`src/rtl/mips_ctrl_pkg.sv`:
```
// Shared types and encodings for the multi-cycle MIPS controller.
package mips_ctrl_pkg;

   typedef enum logic [3:0] {
      S_FETCH,
      S_DECODE,
      S_MEMADR,
      S_MEMRD,
      S_MEMWB,
      S_MEMWR,
      S_REXEC,
      S_RWB,
      S_IEXEC,
      S_IWB,
      S_BRANCH,
      S_JUMP
   } state_e;

   typedef enum logic [1:0] {
      ALUOP_ADD   = 2'b00,
      ALUOP_SUB   = 2'b01,
      ALUOP_FUNCT = 2'b10,
      ALUOP_OR    = 2'b11
   } aluop_e;

   localparam logic [5:0] OP_RTYPE = 6'b000000;
   localparam logic [5:0] OP_LW    = 6'b100011;
   localparam logic [5:0] OP_SW    = 6'b101011;
   localparam logic [5:0] OP_BEQ   = 6'b000100;
   localparam logic [5:0] OP_BNE   = 6'b000101;
   localparam logic [5:0] OP_J     = 6'b000010;
   localparam logic [5:0] OP_ADDI  = 6'b001000;
   localparam logic [5:0] OP_ORI   = 6'b001101;

   localparam logic [5:0] FN_ADD = 6'b100000;
   localparam logic [5:0] FN_SUB = 6'b100010;
   localparam logic [5:0] FN_AND = 6'b100100;
   localparam logic [5:0] FN_OR  = 6'b100101;
   localparam logic [5:0] FN_SLT = 6'b101010;

   localparam logic [3:0] ALU_AND = 4'b0000;
   localparam logic [3:0] ALU_OR  = 4'b0001;
   localparam logic [3:0] ALU_ADD = 4'b0010;
   localparam logic [3:0] ALU_SUB = 4'b0110;
   localparam logic [3:0] ALU_SLT = 4'b0111;

   localparam logic [1:0] SRCB_RT    = 2'b00;
   localparam logic [1:0] SRCB_FOUR  = 2'b01;
   localparam logic [1:0] SRCB_IMM   = 2'b10;
   localparam logic [1:0] SRCB_IMMSH = 2'b11;

   localparam logic [1:0] PCSRC_ALU    = 2'b00;
   localparam logic [1:0] PCSRC_ALUOUT = 2'b01;
   localparam logic [1:0] PCSRC_JUMP   = 2'b10;

endpackage

```
`src/rtl/alu_dec.sv`:
```
// ALU control decoder: {ALUOp, Funct} -> {ALUCtr, funct_illegal}.
module alu_dec
   import mips_ctrl_pkg::*;
#(
   parameter int unsigned ALUCTR_W = 4
) (
   input  aluop_e              aluop_i,
   input  logic [5:0]          funct_i,
   output logic [ALUCTR_W-1:0] aluctr_o,
   output logic                funct_illegal_o
);

   logic [3:0] code;

   // Map the ALU operation class (and Funct for R-type) to an ALU code.
   always_comb begin
      code            = ALU_ADD;
      funct_illegal_o = 1'b0;
      unique case (aluop_i)
         ALUOP_ADD: code = ALU_ADD;
         ALUOP_SUB: code = ALU_SUB;
         ALUOP_OR:  code = ALU_OR;
         ALUOP_FUNCT: begin
            case (funct_i)
               FN_ADD:  code = ALU_ADD;
               FN_SUB:  code = ALU_SUB;
               FN_AND:  code = ALU_AND;
               FN_OR:   code = ALU_OR;
               FN_SLT:  code = ALU_SLT;
               default: begin
                  code            = ALU_ADD;
                  funct_illegal_o = 1'b1;
               end
            endcase
         end
         default: code = ALU_ADD;
      endcase
   end

   assign aluctr_o = ALUCTR_W'(code);

endmodule

```
`src/rtl/multicycle_ctrl.sv`:
```
// Multi-cycle MIPS controller: Moore FSM, shared-datapath control decode,
// memory-ready stalls, illegal-encoding flag and retired-instruction count.
module multicycle_ctrl
   import mips_ctrl_pkg::*;
#(
   parameter int unsigned ALUCTR_W    = 4,
   parameter int unsigned CNT_W       = 32,
   parameter bit          MEM_WAIT_EN = 1'b1,
   parameter bit          BNE_EN      = 1'b1
) (
   input  logic                clk,
   input  logic                rst_n,
   input  logic [5:0]          OpCode,
   input  logic [5:0]          Funct,
   input  logic                Zero,
   input  logic                mem_ready,
   output logic                PCWrite,
   output logic                PCWriteCond,
   output logic                PCWriteEff,
   output logic                IorD,
   output logic                MemRead,
   output logic                MemWr,
   output logic                IRWrite,
   output logic                Mem2Reg,
   output logic                RegDst,
   output logic                RegWr,
   output logic                ALUSrcA,
   output logic [1:0]          ALUSrcB,
   output logic [1:0]          PCSrc,
   output logic [ALUCTR_W-1:0] ALUCtr,
   output logic                illegal,
   output logic [CNT_W-1:0]    retired
);

   state_e              state_q, state_d;
   logic [CNT_W-1:0]    retired_q, retired_d;
   logic                mem_rdy;
   logic                is_bne;
   logic                op_illegal;
   logic                funct_illegal;
   logic                alu_en;
   logic                retire;
   aluop_e              aluop;
   logic [ALUCTR_W-1:0] dec_aluctr;

   assign mem_rdy = MEM_WAIT_EN ? mem_ready : 1'b1;
   assign is_bne  = BNE_EN && (OpCode == OP_BNE);

   alu_dec #(
      .ALUCTR_W (ALUCTR_W)
   ) u_alu_dec (
      .aluop_i         (aluop),
      .funct_i         (Funct),
      .aluctr_o        (dec_aluctr),
      .funct_illegal_o (funct_illegal)
   );

   // Next-state selection, including the opcode legality check used in DECODE.
   always_comb begin
      state_d    = state_q;
      op_illegal = 1'b0;
      unique case (state_q)
         S_FETCH:  state_d = mem_rdy ? S_DECODE : S_FETCH;
         S_DECODE: begin
            case (OpCode)
               OP_RTYPE:       state_d = S_REXEC;
               OP_LW, OP_SW:   state_d = S_MEMADR;
               OP_BEQ:         state_d = S_BRANCH;
               OP_BNE: begin
                  if (BNE_EN) begin
                     state_d = S_BRANCH;
                  end else begin
                     state_d    = S_FETCH;
                     op_illegal = 1'b1;
                  end
               end
               OP_J:           state_d = S_JUMP;
               OP_ADDI, OP_ORI: state_d = S_IEXEC;
               default: begin
                  state_d    = S_FETCH;
                  op_illegal = 1'b1;
               end
            endcase
         end
         S_MEMADR: state_d = (OpCode == OP_SW) ? S_MEMWR : S_MEMRD;
         S_MEMRD:  state_d = mem_rdy ? S_MEMWB : S_MEMRD;
         S_MEMWB:  state_d = S_FETCH;
         S_MEMWR:  state_d = mem_rdy ? S_FETCH : S_MEMWR;
         S_REXEC:  state_d = funct_illegal ? S_FETCH : S_RWB;
         S_RWB:    state_d = S_FETCH;
         S_IEXEC:  state_d = S_IWB;
         S_IWB:    state_d = S_FETCH;
         S_BRANCH: state_d = S_FETCH;
         S_JUMP:   state_d = S_FETCH;
         default:  state_d = S_FETCH;
      endcase
   end

   // Moore output decode; only FETCH write enables look at mem_ready.
   always_comb begin
      PCWrite     = 1'b0;
      PCWriteCond = 1'b0;
      IorD        = 1'b0;
      MemRead     = 1'b0;
      MemWr       = 1'b0;
      IRWrite     = 1'b0;
      Mem2Reg     = 1'b0;
      RegDst      = 1'b0;
      RegWr       = 1'b0;
      ALUSrcA     = 1'b0;
      ALUSrcB     = SRCB_RT;
      PCSrc       = PCSRC_ALU;
      aluop       = ALUOP_ADD;
      alu_en      = 1'b0;
      unique case (state_q)
         S_FETCH: begin
            MemRead = 1'b1;
            ALUSrcB = SRCB_FOUR;
            alu_en  = 1'b1;
            IRWrite = mem_rdy;
            PCWrite = mem_rdy;
         end
         S_DECODE: begin
            ALUSrcB = SRCB_IMMSH;
            alu_en  = 1'b1;
         end
         S_MEMADR: begin
            ALUSrcA = 1'b1;
            ALUSrcB = SRCB_IMM;
            alu_en  = 1'b1;
         end
         S_MEMRD: begin
            IorD    = 1'b1;
            MemRead = 1'b1;
         end
         S_MEMWB: begin
            RegWr   = 1'b1;
            Mem2Reg = 1'b1;
         end
         S_MEMWR: begin
            IorD  = 1'b1;
            MemWr = 1'b1;
         end
         S_REXEC: begin
            ALUSrcA = 1'b1;
            aluop   = ALUOP_FUNCT;
            alu_en  = 1'b1;
         end
         S_RWB: begin
            RegWr  = 1'b1;
            RegDst = 1'b1;
         end
         S_IEXEC: begin
            ALUSrcA = 1'b1;
            ALUSrcB = SRCB_IMM;
            aluop   = (OpCode == OP_ORI) ? ALUOP_OR : ALUOP_ADD;
            alu_en  = 1'b1;
         end
         S_IWB: RegWr = 1'b1;
         S_BRANCH: begin
            ALUSrcA     = 1'b1;
            aluop       = ALUOP_SUB;
            alu_en      = 1'b1;
            PCWriteCond = 1'b1;
            PCSrc       = PCSRC_ALUOUT;
         end
         S_JUMP: begin
            PCWrite = 1'b1;
            PCSrc   = PCSRC_JUMP;
         end
         default: ;
      endcase
   end

   assign ALUCtr     = alu_en ? dec_aluctr : '0;
   assign illegal    = ((state_q == S_DECODE) && op_illegal) ||
                       ((state_q == S_REXEC) && funct_illegal);
   assign PCWriteEff = PCWrite | (PCWriteCond & (Zero ^ is_bne));

   // Last cycle of every legal instruction bumps the retired count.
   always_comb begin
      unique case (state_q)
         S_MEMWB, S_RWB, S_IWB, S_BRANCH, S_JUMP: retire = 1'b1;
         S_MEMWR: retire = mem_rdy;
         default: retire = 1'b0;
      endcase
      retired_d = retire ? retired_q + CNT_W'(1) : retired_q;
   end

   // State and counter registers with asynchronous reset to FETCH / zero.
   always_ff @(posedge clk or negedge rst_n) begin
      if (!rst_n) begin
         state_q   <= S_FETCH;
         retired_q <= '0;
      end else begin
         state_q   <= state_d;
         retired_q <= retired_d;
      end
   end

   assign retired = retired_q;

endmodule

```
`config.mk`:
```
export PLATFORM = sky130hd
export DESIGN_NAME = multicycle_ctrl
export DESIGN_NICKNAME = d
export VERILOG_FILES = /design/src/rtl/mips_ctrl_pkg.sv /design/src/rtl/alu_dec.sv /design/src/rtl/multicycle_ctrl.sv
export SDC_FILE = /design/constraint.sdc
export NUM_CORES = 1
export LEC_CHECK = 0
export ABC_AREA = 1
export BUFFER_PORTS_ARGS = -buffer_cell sky130_fd_sc_hd__buf_2
export CORE_MARGIN = 2
export CORE_UTILIZATION = 40
export CTS_CLUSTER_DIAMETER = 100
export DETAILED_ROUTE_END_ITERATION = 10
export GPL_TIMING_DRIVEN = 0
export PLACE_DENSITY = 0.65
export SLEW_MARGIN = 10
export SYNTH_ARGS = -nofsm -noshare
export SYNTH_HDL_FRONTEND = slang
export SYNTH_SLANG_ARGS = --single-unit
```
`constraint.sdc`:
```
create_clock -name clk -period 1.2 [get_ports clk]
set_input_delay 0.12 -clock clk [delete_from_list [all_inputs] [get_ports clk]]
set_output_delay 0.12 -clock clk [all_outputs]
set_load 0.01 [all_outputs]
```
After elaboration in Yosys (flattened, before gate mapping)
Index checks and enable logic that the tools add are counted.

Register bits after elaboration: 36. Bits of input ports: 16. Output and inout port bits: 52. Word-level logic and storage cells: 80.

Add/sub/neg operators: 1. Equal/unequal tests: 26. Muxes and demuxes: 30. Bitwise logic cells: 3. Reductions and logical operators: 18.

Operators with widths (count): $eq A6 B6 Y1 const B (7); $add A32 B1 Y32 const B (1); $pmux W4 S7 (1); $pmux W4 S5 (1); $eq A4 B3 Y1 const B (4); $eq A4 B4 Y1 const B (4); $pmux W4 S4 (1); $mux W1 (15); $eq A6 B3 Y1 const B (2); $eq A6 B4 Y1 const B (2); $mux W3 (4); $pmux W2 S3 (2); $pmux W3 S4 (1); $reduce_or A2 Y1 (6); $reduce_or A5 Y1 (2); $eq A4 B2 Y1 const B (2); $reduce_or A8 Y1 (1); $eq A6 B2 Y1 const B (1); $logic_not A6 Y1 (1); $reduce_or A6 Y1 (1); $eq A2 B2 Y1 const B (2); $eq A4 B1 Y1 const B (1); $logic_not A4 Y1 (1); $mux W4 (1); other kinds (12) (14).

Longest topological paths before layout
Gate-level depths: netlist (run 1).

Word-level depth: 7. Gate-level depth with buffers: 10.

Hierarchy
Synthesis (run 1) repeated with hierarchy kept, for this count alone.

Cells, all modules: 431. Area total of the unflattened synthesis: 2807.7 um2.

Modules (own cells, without submodules): multicycle_ctrl (instances 1, cells an instance 395, area each 2607.5 um2); alu_dec (instances 1, cells an instance 36, area each 200.2 um2).

Worst setup path after synthesis (run 1)
OpenSTA, ideal clock, no wires.

Path type: register to register. From: register retired_q[0], in the netlist retired[0]. To: register retired_q[26], in the netlist retired[26]. Library setup time: 116 ps. Data arrival time: 1309 ps. Setup slack: -226 ps. Cell stages (with the launch flop): 11. Path buffers: 0. Clock period less this slack: 1426 ps. Path through: dfrtp_1 -> ha_1 -> inv_1 -> nor2_1 -> nand2_1 -> nor2_1 -> nand2_1 -> nand2_1 -> nand2_1 -> nand2_1 -> nand2_1.

Word-level cells in the longest chain between the ends: 1.

Ends and longest elaborated chain: start, declared (line multicycle_ctrl.sv:36) `logic [CNT_W-1:0] retired_q, retired_d;`; start signal, assigned (line multicycle_ctrl.sv:197) `retired_q <= retired_d;`; $add A32 B1 Y32 (line multicycle_ctrl.sv:187) `retired_d = retire ? retired_q + CNT_W'(1) : retired_q;`.

Every way passes these cells. A chain may end at the register's enable or synchronous reset.

Worst setup path in the final report (run 1)
From: register state_q[2]. To: output port ALUCtr[1].

Word-level cells in the longest chain between the ends: 5.

Ends and longest elaborated chain: start, declared (line multicycle_ctrl.sv:35) `state_e state_q, state_d;`; start signal, assigned (line multicycle_ctrl.sv:196) `state_q <= state_d;`; $eq A4 B4 Y1 or $eq A4 B3 Y1 (tied branches) (line multicycle_ctrl.sv:115) `unique case (state_q)`; $pmux W2 S3 (line multicycle_ctrl.sv:115); $eq A2 B2 Y1, or another cell as far along (line alu_dec.sv:19) `unique case (aluop_i)`; $pmux W4 S4 (line alu_dec.sv:19); $mux W4 (*) (line multicycle_ctrl.sv:175) `assign ALUCtr = alu_en ? dec_aluctr : '0;`; end, declared (line multicycle_ctrl.sv:30) `output logic [ALUCTR_W-1:0] ALUCtr,`.

Every way passes the cells marked *; elsewhere a longest branch is shown, timed or not. The select of a mux whose other input is x is not followed.

==> results of run 1 <==
routing by layer:
layer / wire [um] / vias to the layer above / part of all wire [%] / global-route usage (%)
met5: 0 / - / 0 / 0
met4: 56 / 0 / 0.68 / 5.73
met2: 3810 / 92 / 47 / 36.8
met3: 461 / 7 / 5.6 / 4.17
met1: 3860 / 1472 / 47 / 29.1
li1: - / 1636 / - / -
where the power goes:
| part | internal, W | leakage, nW | switching (W) |
|---|---|---|---|
| Combinational | 0.00103 | 1.41 | 0.00131 |
| Sequential | 0.00133 | 0.484 | 0.000182 |
| Clock | 0.000468 | 0.0455 | 0.000431 |
critical path, delay by kind of cell (launching register included):
family	cells	cell delay [ns]
AND/OR/NAND/NOR	6	0.56
flip-flops	1	0.46
buffers and inverters	2	0.23
final cells by class:
cell class              count  area, um^2
repair buffers             87         589
inverters                  55         214
flip-flops and latches     36         905
multi-input cells         368        1810
fillers                   679        2950
well taps                  80         100
clock buffers               8        90.1
plain buffers               8        93.8
metrics by stage:
step | std cells | util (%)
2_1_floorplan | 467 | -
3_3_place_gp | 613 | 48.7
3_5_place_dp | 613 | 48.7
4_1_cts | 635 | 53.8
5_1_grt | 642 | 56.3
6_report | 642 | 56.3
flip-flops by register name (all words and copies together), names as in the netlist:
name	cells
retired	32
state_q	4
cell usage in the layout (no fill, tap or decap), types with 3 or more instances in the layout:
master / netlist / final
clkbuf_8: 0 / 6
nand2_2: 0 / 8
nand3_1: 31 / 29
o21ai_0: 11 / 4
o21ai_1: 5 / 11
buf_8: 0 / 3
nor2_2: 4 / 12
buf_2: 0 / 61
nor3_1: 6 / 6
inv_1: 53 / 44
dfrtp_1: 36 / 33
nor2_1: 85 / 63
nand2_1: 190 / 178
nor2_4: 1 / 15
inv_2: 2 / 9
dfrtp_2: 0 / 3
buf_6: 5 / 16
nand2_4: 1 / 4
nand4_1: 10 / 10
nand3b_1: 5 / 5
buf_4: 3 / 11
xor2_1: 9 / 9
worst min path at each step:
stage | endpoint | slack [ns] | start
after floorplan | retired[0]$_DFFE_PN0P_ | -0.18 | rst_n
after global placement | retired[17]$_DFFE_PN0P_ | 0.25 | rst_n
after detailed placement | retired[15]$_DFFE_PN0P_ | 0.26 | rst_n
after CTS | state_q[1]$_DFF_PN0_ | 0.24 | mem_ready
after global routing | state_q[1]$_DFF_PN0_ | 0.32 | mem_ready
final | state_q[1]$_DFF_PN0_ | 0.29 | OpCode[2]
cells by family (layout without fill, tap and decap cells):
logic type	Yosys count	count (layout)	share of synthesized area, %
compound gates	22	22	4.32
simple gates	334	334	49.3
other cells	1	1	0.135
xor+xnor	10	10	3.15
flops	36	36	32.4
fa+ha+maj	1	1	0.450
buf+inv	63	158	10.3
what timing repair did:
item	in CTS	in global routing
buffers inserted	11	7
pin swaps	8	6
setup endpoints to repair	54	57
endpoints found under the hold margin	36	0
resized for setup	43	31
cloned	2	1
hold buffers	1	0
==> results.ini, run 1 <==
[cts]
root_buffer=clkbuf_8
path_clk_slew_ns=0.07
cts_sinks=36
clock_latency_ns=0.29
cts_max_level=2
cts_tree=built
numCtsBuffers=5
clock_path_buffers=2

[yosys]
ys_warn_count=0
synth_edf_count=0
synth_cell_types=25
yosys-top-cells-count=190 x nand2_1, 85 x nor2_1, 53 x inv_1, 36 x dfrtp_1, 31 x nand3_1
synth.most_common_cell=nand2_1
synth.area.top_cells=dfrtp_1 32%, nand2_1 26%, nor2_1 11%
synth_seq_cells=36
synth_nets=484
synth_seq_area_share_pct=32.4
ys.flop_type=dfrtp_1
netlist_area_mm2=0.00278
syn_inst=467
synth_top_area_share_pct=32.4
synth_top_cell_by_area=dfrtp_1
synth_area_per_cell_um2=5.96
async_flop_share_pct=100

[routing]
vias=3207
routed_via_density=5.00
antenna_left=0
drt_iter0_markers=191
drt_wl_total_mm=8.18
wl_per_cell_um=12.7
first_pass_iters=4
drcViolationCount=0

[critical_path]
crit_path_start_kind=flip-flop
r2r_cells=12
path_cells=inv_2 > nand2_4 > nor2_4 > nor2_4 > nand4_1 > nand2_1 > nor2_2 > buf_2
critPathArrivalTime_ns=1.54
slowest_stage=dfrtp_2
path_class=flip-flop to primary output
worstSetupStartpoint=state_q[2]$_DFF_PN0_
worst_path_most_repeated_cell=nor2_4
timing.rr.start=state_q[1]$_DFF_PN0_
end_kind=primary output
cp_slowest_stage_delay_ns=0.46
cp.required_ns=1.08
endpoint=ALUCtr[1]
rr_endpoint=retired[17]$_DFFE_PN0P_
rrSetupSlack_ns=-0.40
worstPathMaxFanout=4

[power_and_ir_drop]
ir_drop_mv=0.597
p_leak_nw=1.94
finalPower_w=0.00476
powerDensity_mw_per_mm2=1250

[placed_design]
dpl_worst_slack_ns=-0.362
dp_hpwl_mm=5.95
placed_area_mm2=0.00329
place.gp.congestion=0.899
portBuffers=66

[sta]
max_freq_mhz=604
layout_min_cycle_time_ns=1.66
hold_ws_ns=0.289
setup_tns_ns=-18.59
rsz0062_at_grt=true
relSlewSlack_pct=66.5
fin_ws_ns=-0.456
skew_ns=0.00745
hold_viol_final=0
setup_violations=54
fin_crit_sh_pct=138
finalMaxSlewViolations=0
worstMarginPinSlew_ns=0.503

[floorplanning]
dieArea_mm2=0.00764
coreArea_mm2=0.00676
initial_core_util_pct=41.2
die_x_um=87.4
num_rows=30
fp.dieH_um=87.4
pin_count=68

[run_status]
violations=setup timing
status=complete, but fails checks

[grt]
grt_overflow=0
grt_use_total_pct=22.0
grt_max_degree=37
antenna_found_initial=0
grt_pass1_vias=2962
grt_pass1_wl_mm=13.5

[finish]
num-nets-final=578
diodes=0
final_area_mm2=0.00381
area_growth_pct=36.8
drive_gt1_share_pct=29.0

[min_path]
hold_class=input port to flip-flop
worstHoldPathCells=5

[run]
maxCapViolations=0

Note: power is estimated with default switching activity, not from simulation.
==> run 2: changes to the inputs <==
--- a/config.mk
+++ b/config.mk
@@ -12,8 +12,8 @@
 export CTS_CLUSTER_DIAMETER = 100
 export DETAILED_ROUTE_END_ITERATION = 10
 export GPL_TIMING_DRIVEN = 0
-export PLACE_DENSITY = 0.65
 export SLEW_MARGIN = 10
 export SYNTH_ARGS = -nofsm -noshare
 export SYNTH_HDL_FRONTEND = slang
+export SYNTH_HIERARCHICAL = 1
 export SYNTH_SLANG_ARGS = --single-unit
==> results.ini, run 2 <==
[run_status]
status=complete, but fails checks  ; unchanged
violations=setup timing  ; unchanged

[yosys]
netlist_area_mm2=0.00281  ; was 0.00278 mm^2
yosys-top-cells-count=139 x nand2_1, 62 x nor2_1, 60 x inv_1, 36 x dfrtp_1, 29 x nand3_1  ; was 190 x nand2_1, 85 x nor2_1, 53 x inv_1, 36 x dfrtp_1, 31 x nand3_1
synth_area_per_cell_um2=6.51  ; was 5.96 um^2
synth.area.top_cells=dfrtp_1 32%, nand2_1 19%, nor2_1 8.3%  ; was dfrtp_1 32%, nand2_1 26%, nor2_1 11%
ys.flop_type=dfrtp_1  ; unchanged
synth_edf_count=0  ; unchanged
async_flop_share_pct=100  ; unchanged
syn_inst=431  ; was 467
synth_cell_types=31  ; was 25
synth.most_common_cell=nand2_1  ; unchanged
synth_seq_area_share_pct=32.1  ; was 32.4%
synth_seq_cells=36  ; unchanged
synth_top_cell_by_area=dfrtp_1  ; unchanged
synth_top_area_share_pct=32.1  ; was 32.4%
ys_warn_count=6  ; was 0
synth_nets=448  ; was 484

[grt]
grt_overflow=0  ; unchanged
grt_max_degree=37  ; unchanged
antenna_found_initial=0  ; unchanged
grt_pass1_vias=2760  ; was 2962
grt_pass1_wl_mm=12.6  ; was 13.5 mm
grt_use_total_pct=20.6  ; was 22.0%

[power_and_ir_drop]
p_sw_w=0.00222  ; was 0.00193 W
p_comb_share_pct=55.0  ; was 49.2%
pwr-share-clk_pct=17.6  ; was 18.9%
powerDensity_mw_per_mm2=1390  ; was 1250 mW/mm^2
internal_power_w=0.00323  ; was 0.00283 W
p_sw_share_pct=40.7  ; was 40.5%
ir_drop_mv=0.614  ; was 0.597 mV
power_frac_seq_pct=27.3  ; was 31.9%
p_leak_nw=2.02  ; was 1.94 nW

[routing]
wl_per_cell_um=12.2  ; was 12.7 um
first_pass_iters=4  ; unchanged
drt_iter0_markers=109  ; was 191
drcViolationCount=0  ; unchanged
drt_wl_total_mm=7.69  ; was 8.18 mm
antenna_left=0  ; unchanged
routed_via_density=4.80  ; was 5.00
vias=3022  ; was 3207

[sta]
finalMaxSlewViolations=0  ; unchanged
setup_violations=55  ; was 54
fin_crit_sh_pct=183  ; was 138%
layout_min_cycle_time_ns=2.19  ; was 1.66 ns
skew_ns=0.0105  ; was 0.00745 ns
rsz0062_at_grt=true  ; unchanged
fin_ws_ns=-0.990  ; was -0.456 ns
max_freq_mhz=457  ; was 604 MHz
hold_viol_final=0  ; unchanged

[finish]
final_common_cell=nand2_1  ; unchanged
fill_cells=640  ; was 679
area_growth_pct=39.7  ; was 36.8%
final_cell_mix=129 x nand2_1, 59 x buf_2, 52 x inv_1  ; was 178 x nand2_1, 63 x nor2_1, 61 x buf_2
largest_reg_flops=32  ; unchanged
drive_gt1_share_pct=36.0  ; was 29.0%
final_util_pct=57.7  ; was 56.3%
diodes=0  ; unchanged
num-nets-final=550  ; was 578
layout.cells.non_filler=630  ; was 642

[cts]
numCtsBuffers=5  ; unchanged
root_buffer=clkbuf_8  ; unchanged
clock_latency_ns=0.29  ; about the same
path_clk_slew_ns=0.07  ; about the same
cts_tree=built  ; unchanged
cts_max_level=2  ; unchanged
clock_path_buffers=2  ; unchanged
cts_sinks=36  ; unchanged

[critical_path]
worstSetupStartpoint=state_q[2]$_DFF_PN0_  ; unchanged
crit_path_start_kind=flip-flop  ; unchanged
timing.rr.start=state_q[2]$_DFF_PN0_  ; was state_q[1]$_DFF_PN0_
rrSetupSlack_ns=-0.83  ; was -0.40 ns
worstPathMaxFanout=2  ; was 4
end_kind=primary output  ; unchanged
r2r_cells=13  ; was 12
path_class=flip-flop to primary output  ; unchanged
cp.required_ns=1.08  ; about the same
critPathArrivalTime_ns=2.07  ; was 1.54 ns
rr_endpoint=state_q[0]$_DFF_PN0_  ; was retired[17]$_DFFE_PN0P_

[floorplanning]
fp.dieH_um=87.8  ; was 87.4 um
dieArea_mm2=0.00771  ; was 0.00764 mm^2
initial_core_util_pct=41.3  ; was 41.2%
num_rows=30  ; unchanged
pin_count=68  ; unchanged
die_x_um=87.8  ; was 87.4 um
coreArea_mm2=0.00679  ; was 0.00676 mm^2

[placed_design]
dp_cells=593  ; was 613
portBuffers=66  ; unchanged
place.gp.congestion=0.829  ; was 0.899
dp_hpwl_mm=5.31  ; was 5.95 mm

[min_path]
hp-start=OpCode[1]  ; was OpCode[2]
worstHoldPathCells=4  ; was 5
holdPathEnd=state_q[2]$_DFF_PN0_  ; was state_q[1]$_DFF_PN0_
hold_class=input port to flip-flop  ; unchanged

[run]
maxCapViolations=0  ; unchanged

==> run 2: worst max path at each step <==
| stage | end |
|---|---|
| 6_report | illegal |
| 4_1_cts | illegal |
| 3_3_place_gp | illegal |
| 3_5_place_dp | illegal |
| 2_1_floorplan | state_q[1]$_DFF_PN0_ |
| 5_1_grt | illegal |
==> run 2: layer usage <==
layer,wire length (um),global-route usage (%),part of all wire [%]
met3,298,3.49,3.9
met1,3420,26.6,44
met4,121,6.01,1.6
met5,0,0,0
met2,3850,35.3,50
==> run 2: critical path, stage by stage (launching register included) <==
cell and delay, ns:
dfrtp_1 0.41, nor2_4 0.14, inv_2 0.06, nor2_4 0.11, inv_2 0.06, or2_4 0.24, nand2_4 0.06, nand2_2 0.05
a31oi_1 0.13, nor3b_2 0.23, nand3_1 0.12, nand2_2 0.09, buf_6 0.10
==> run 2: what timing repair did <==
action,in CTS,in global routing
pin swaps,13,8
setup buffers,16,9
endpoints found under the hold margin,36,0
hold buffers,1,0
endpoints found under the setup margin,55,57
gates resized for setup,37,11
gates cloned,2,2
==> run 2: power groups by stage <==
stage	logic, W	clock network, W	registers (W)
floorplan	0.00132	0	0.00156
global placement	0.00195	0	0.00155
detailed placement	0.00196	0	0.00155
CTS	0.00267	0.000990	0.00149
global route	0.00322	0.00105	0.00151
finish	0.00300	0.000960	0.00149
==> run 2: area by class of cell <==
cell class / count / area (um^2) / share of cell area, %
Buffer: 9 / 123 / 3.13
Clock buffer: 8 / 100 / 2.55
Inverter: 69 / 272 / 6.92
Multi-Input combinational cell: 318 / 1750 / 44.6
Sequential cell: 36 / 905 / 23.1
Tap cell: 96 / 120 / 3.06
Timing Repair Buffer: 94 / 654 / 16.7
==> run 2: cell families (layout without fill, tap and decap cells) <==
logic type | count (synthesis) | in the layout | synth area share (%)
other | 1 | 1 | 0.134
DFF | 36 | 36 | 32.1
and+or+nand+nor | 287 | 288 | 47.4
buffers and inverters | 78 | 180 | 13.1
xor gates and xnor gates | 10 | 10 | 3.39
AOI/OAI and AO/OA | 18 | 18 | 3.52
adders and majority gates | 1 | 1 | 0.446
==> run 2: metrics by stage <==
step | total power [W] | hold WS, ns | worst slack (ns) | area (um^2) | setup TNS [ns]
2_1_floorplan | 0.00287 | -0.176 | -0.583 | 2910 | -7.36
3_3_place_gp | 0.00350 | 0.267 | -0.824 | 3360 | -14.02
3_5_place_dp | 0.00351 | 0.267 | -0.794 | 3360 | -14.00
4_1_cts | 0.00515 | 0.204 | -0.934 | 3780 | -25.26
5_1_grt | 0.00578 | 0.243 | -1.13 | 3920 | -35.53
6_report | 0.00545 | 0.224 | -0.990 | 3920 | -30.26
==> run 3: changes to the inputs <==
--- a/config.mk
+++ b/config.mk
@@ -7,11 +7,14 @@
 export LEC_CHECK = 0
 export ABC_AREA = 1
 export BUFFER_PORTS_ARGS = -buffer_cell sky130_fd_sc_hd__buf_2
+export CELL_PAD_IN_SITES_DETAIL_PLACEMENT = 1
+export CELL_PAD_IN_SITES_GLOBAL_PLACEMENT = 1
 export CORE_MARGIN = 2
-export CORE_UTILIZATION = 40
+export CORE_UTILIZATION = 34
 export CTS_CLUSTER_DIAMETER = 100
 export DETAILED_ROUTE_END_ITERATION = 10
 export GPL_TIMING_DRIVEN = 0
+export PLACE_DENSITY_LB_ADDON = 0.1
 export SLEW_MARGIN = 10
 export SYNTH_ARGS = -nofsm -noshare
 export SYNTH_HDL_FRONTEND = slang
==> results.ini, run 3 (same netlist as run 2, synthesis figures left out) <==
[run_status]
status=complete, but fails checks  ; unchanged
violations=setup timing  ; unchanged

[grt]
grt_pass1_wl_mm=15.9  ; was 12.6 mm
grt_overflow=0  ; unchanged
grt_pass1_vias=3246  ; was 2760
grt_use_total_pct=22.6  ; was 20.6%
grt_max_degree=37  ; unchanged
antenna_found_initial=0  ; unchanged

[critical_path]
path_class=flip-flop to primary output  ; unchanged
timing.rr.start=state_q[3]$_DFF_PN0_  ; was state_q[2]$_DFF_PN0_
r2r_cells=14  ; was 13
rrSetupSlack_ns=-1.11  ; was -0.83 ns
end_kind=primary output  ; unchanged
crit_path_start_kind=flip-flop  ; unchanged
critPathArrivalTime_ns=2.25  ; was 2.07 ns
rr_endpoint=state_q[1]$_DFF_PN0_  ; was state_q[0]$_DFF_PN0_
cp.required_ns=1.08  ; about the same
worstPathMaxFanout=2  ; unchanged

[sta]
finalMaxSlewViolations=0  ; unchanged
skew_ns=0.00821  ; was 0.0105 ns
worstMarginPinSlew_ns=0.528
hold_ws_ns=0.249  ; was 0.224 ns
max_freq_mhz=421  ; was 457 MHz
rsz0062_at_grt=true  ; unchanged
relSlewSlack_pct=64.8
hold_viol_final=0  ; unchanged
setup_tns_ns=-34.45  ; was -30.26 ns
fin_crit_sh_pct=198  ; was 183%
fin_ws_ns=-1.17  ; was -0.990 ns
layout_min_cycle_time_ns=2.37  ; was 2.19 ns
setup_violations=55  ; unchanged

[floorplanning]
die_x_um=94.9  ; was 87.8 um
pin_count=68  ; unchanged
initial_core_util_pct=34.7  ; was 41.3%
fp.dieH_um=94.9  ; was 87.8 um
coreArea_mm2=0.00809  ; was 0.00679 mm^2
dieArea_mm2=0.00900  ; was 0.00771 mm^2
num_rows=33  ; was 30

[routing]
vias=3171  ; was 3022
wl_per_cell_um=15.2  ; was 12.2 um
first_pass_iters=4  ; unchanged
drcViolationCount=0  ; unchanged
drt_iter0_markers=101  ; was 109
drt_wl_total_mm=10.0  ; was 7.69 mm
routed_via_density=4.80  ; about the same
antenna_left=0  ; unchanged

[finish]
drive_gt1_share_pct=41.4  ; was 36.0%
final_common_cell=nand2_1  ; unchanged
diodes=0  ; unchanged
final_cell_mix=124 x nand2_1, 57 x buf_2, 49 x inv_1  ; was 129 x nand2_1, 59 x buf_2, 52 x inv_1
largest_reg_flops=32  ; unchanged
area_growth_pct=50.3  ; was 39.7%
num-nets-final=572  ; was 550

[placed_design]
portBuffers=66  ; unchanged
place.gp.congestion=0.837  ; was 0.829
dpl_worst_slack_ns=-0.970  ; was -0.794 ns
dp_hpwl_mm=6.30  ; was 5.31 mm

[run]
maxCapViolations=0  ; unchanged

[cts]
cts_tree=built  ; unchanged
numCtsBuffers=5  ; unchanged
clock_path_buffers=2  ; unchanged
cts_max_level=2  ; unchanged
path_clk_slew_ns=0.07  ; about the same
clock_latency_ns=0.29  ; about the same
root_buffer=clkbuf_8  ; unchanged
cts_sinks=36  ; unchanged

[min_path]
hp-start=OpCode[4]  ; was OpCode[1]
hold_class=input port to flip-flop  ; unchanged
holdPathEnd=state_q[2]$_DFF_PN0_  ; unchanged
worstHoldPathCells=4  ; unchanged

[power_and_ir_drop]
ir_drop_mv=1.07  ; was 0.614 mV
powerDensity_mw_per_mm2=1430  ; was 1390 mW/mm^2
p_leak_nw=2.16  ; was 2.02 nW

[run 3: stage by stage]
step                instance area (um^2)  utilization, %  cells  total power [W]
finish                              4220            52.1    661          0.00605
global placement                    3370            41.6    602          0.00353
detailed placement                  3370            41.6    602          0.00357
global route                        4220            52.1    661          0.00640
CTS                                 4030            49.8    654          0.00560
floorplan                           2910               -    431          0.00287
[run 3: routing by layer]
metal	up-vias	wire length, um	part of all wire [%]	global-route usage [%]
met5	-	0	0	0
met4	0	217	2.2	6.76
met3	19	358	3.6	3.99
met2	67	5210	52	40.8
met1	1501	4250	42	27.2
li1	1584	-	-	-
[run 3: power breakdown]
part / switching (W) / total (W) / internal (W)
Sequential: 0.000154 / 0.00150 / 0.00135
Clock: 0.000457 / 0.000926 / 0.000469
Combinational: 0.00192 / 0.00362 / 0.00170
[run 3: how the worst max path moves through the flow]
stage | startpoint | to | slack, ns | cells after the start
after detailed placement | state_q[3]$_DFF_PN0_ | state_q[0]$_DFF_PN0_ | -0.97 | 13
after floorplan | state_q[3]$_DFF_PN0_ | state_q[1]$_DFF_PN0_ | -0.58 | 12
after global placement | state_q[3]$_DFF_PN0_ | state_q[0]$_DFF_PN0_ | -0.91 | 13
final | state_q[3]$_DFF_PN0_ | illegal | -1.17 | 13
after CTS | state_q[2]$_DFF_PN0_ | illegal | -1.01 | 12
after global routing | state_q[3]$_DFF_PN0_ | illegal | -1.28 | 13
[run 3: what timing repair did]
| action | CTS | global route |
|---|---|---|
| cloned | 1 | 0 |
| hold buffers | 1 | 0 |
| endpoints found under the setup margin | 55 | 88 |
| pin swaps | 20 | 20 |
| setup buffers | 43 | 19 |
| resized for setup | 54 | 41 |
| hold endpoints to repair | 36 | 0 |
[run 3: critical path: stages, from the launching register on]
cell and delay, ns:
dfrtp_1 0.39, inv_2 0.07, nor2_4 0.13, inv_2 0.06
nor2_4 0.12, inv_2 0.05, or2_4 0.27, nand2_4 0.08
nand2_4 0.04, a31oi_1 0.16, nor3b_4 0.29, nand3_2 0.11
nand2_2 0.08, buf_6 0.10
[run 3: cell type report]
cell class                 instances  area [um^2]
inverter                          69          287
buffer                             9          115
timing repair buffer             117          870
fill                            1051         3870
multi-input combinational        317         1820
sequential                        36          905
clock buffer                       8         90.1
tap                              105          131
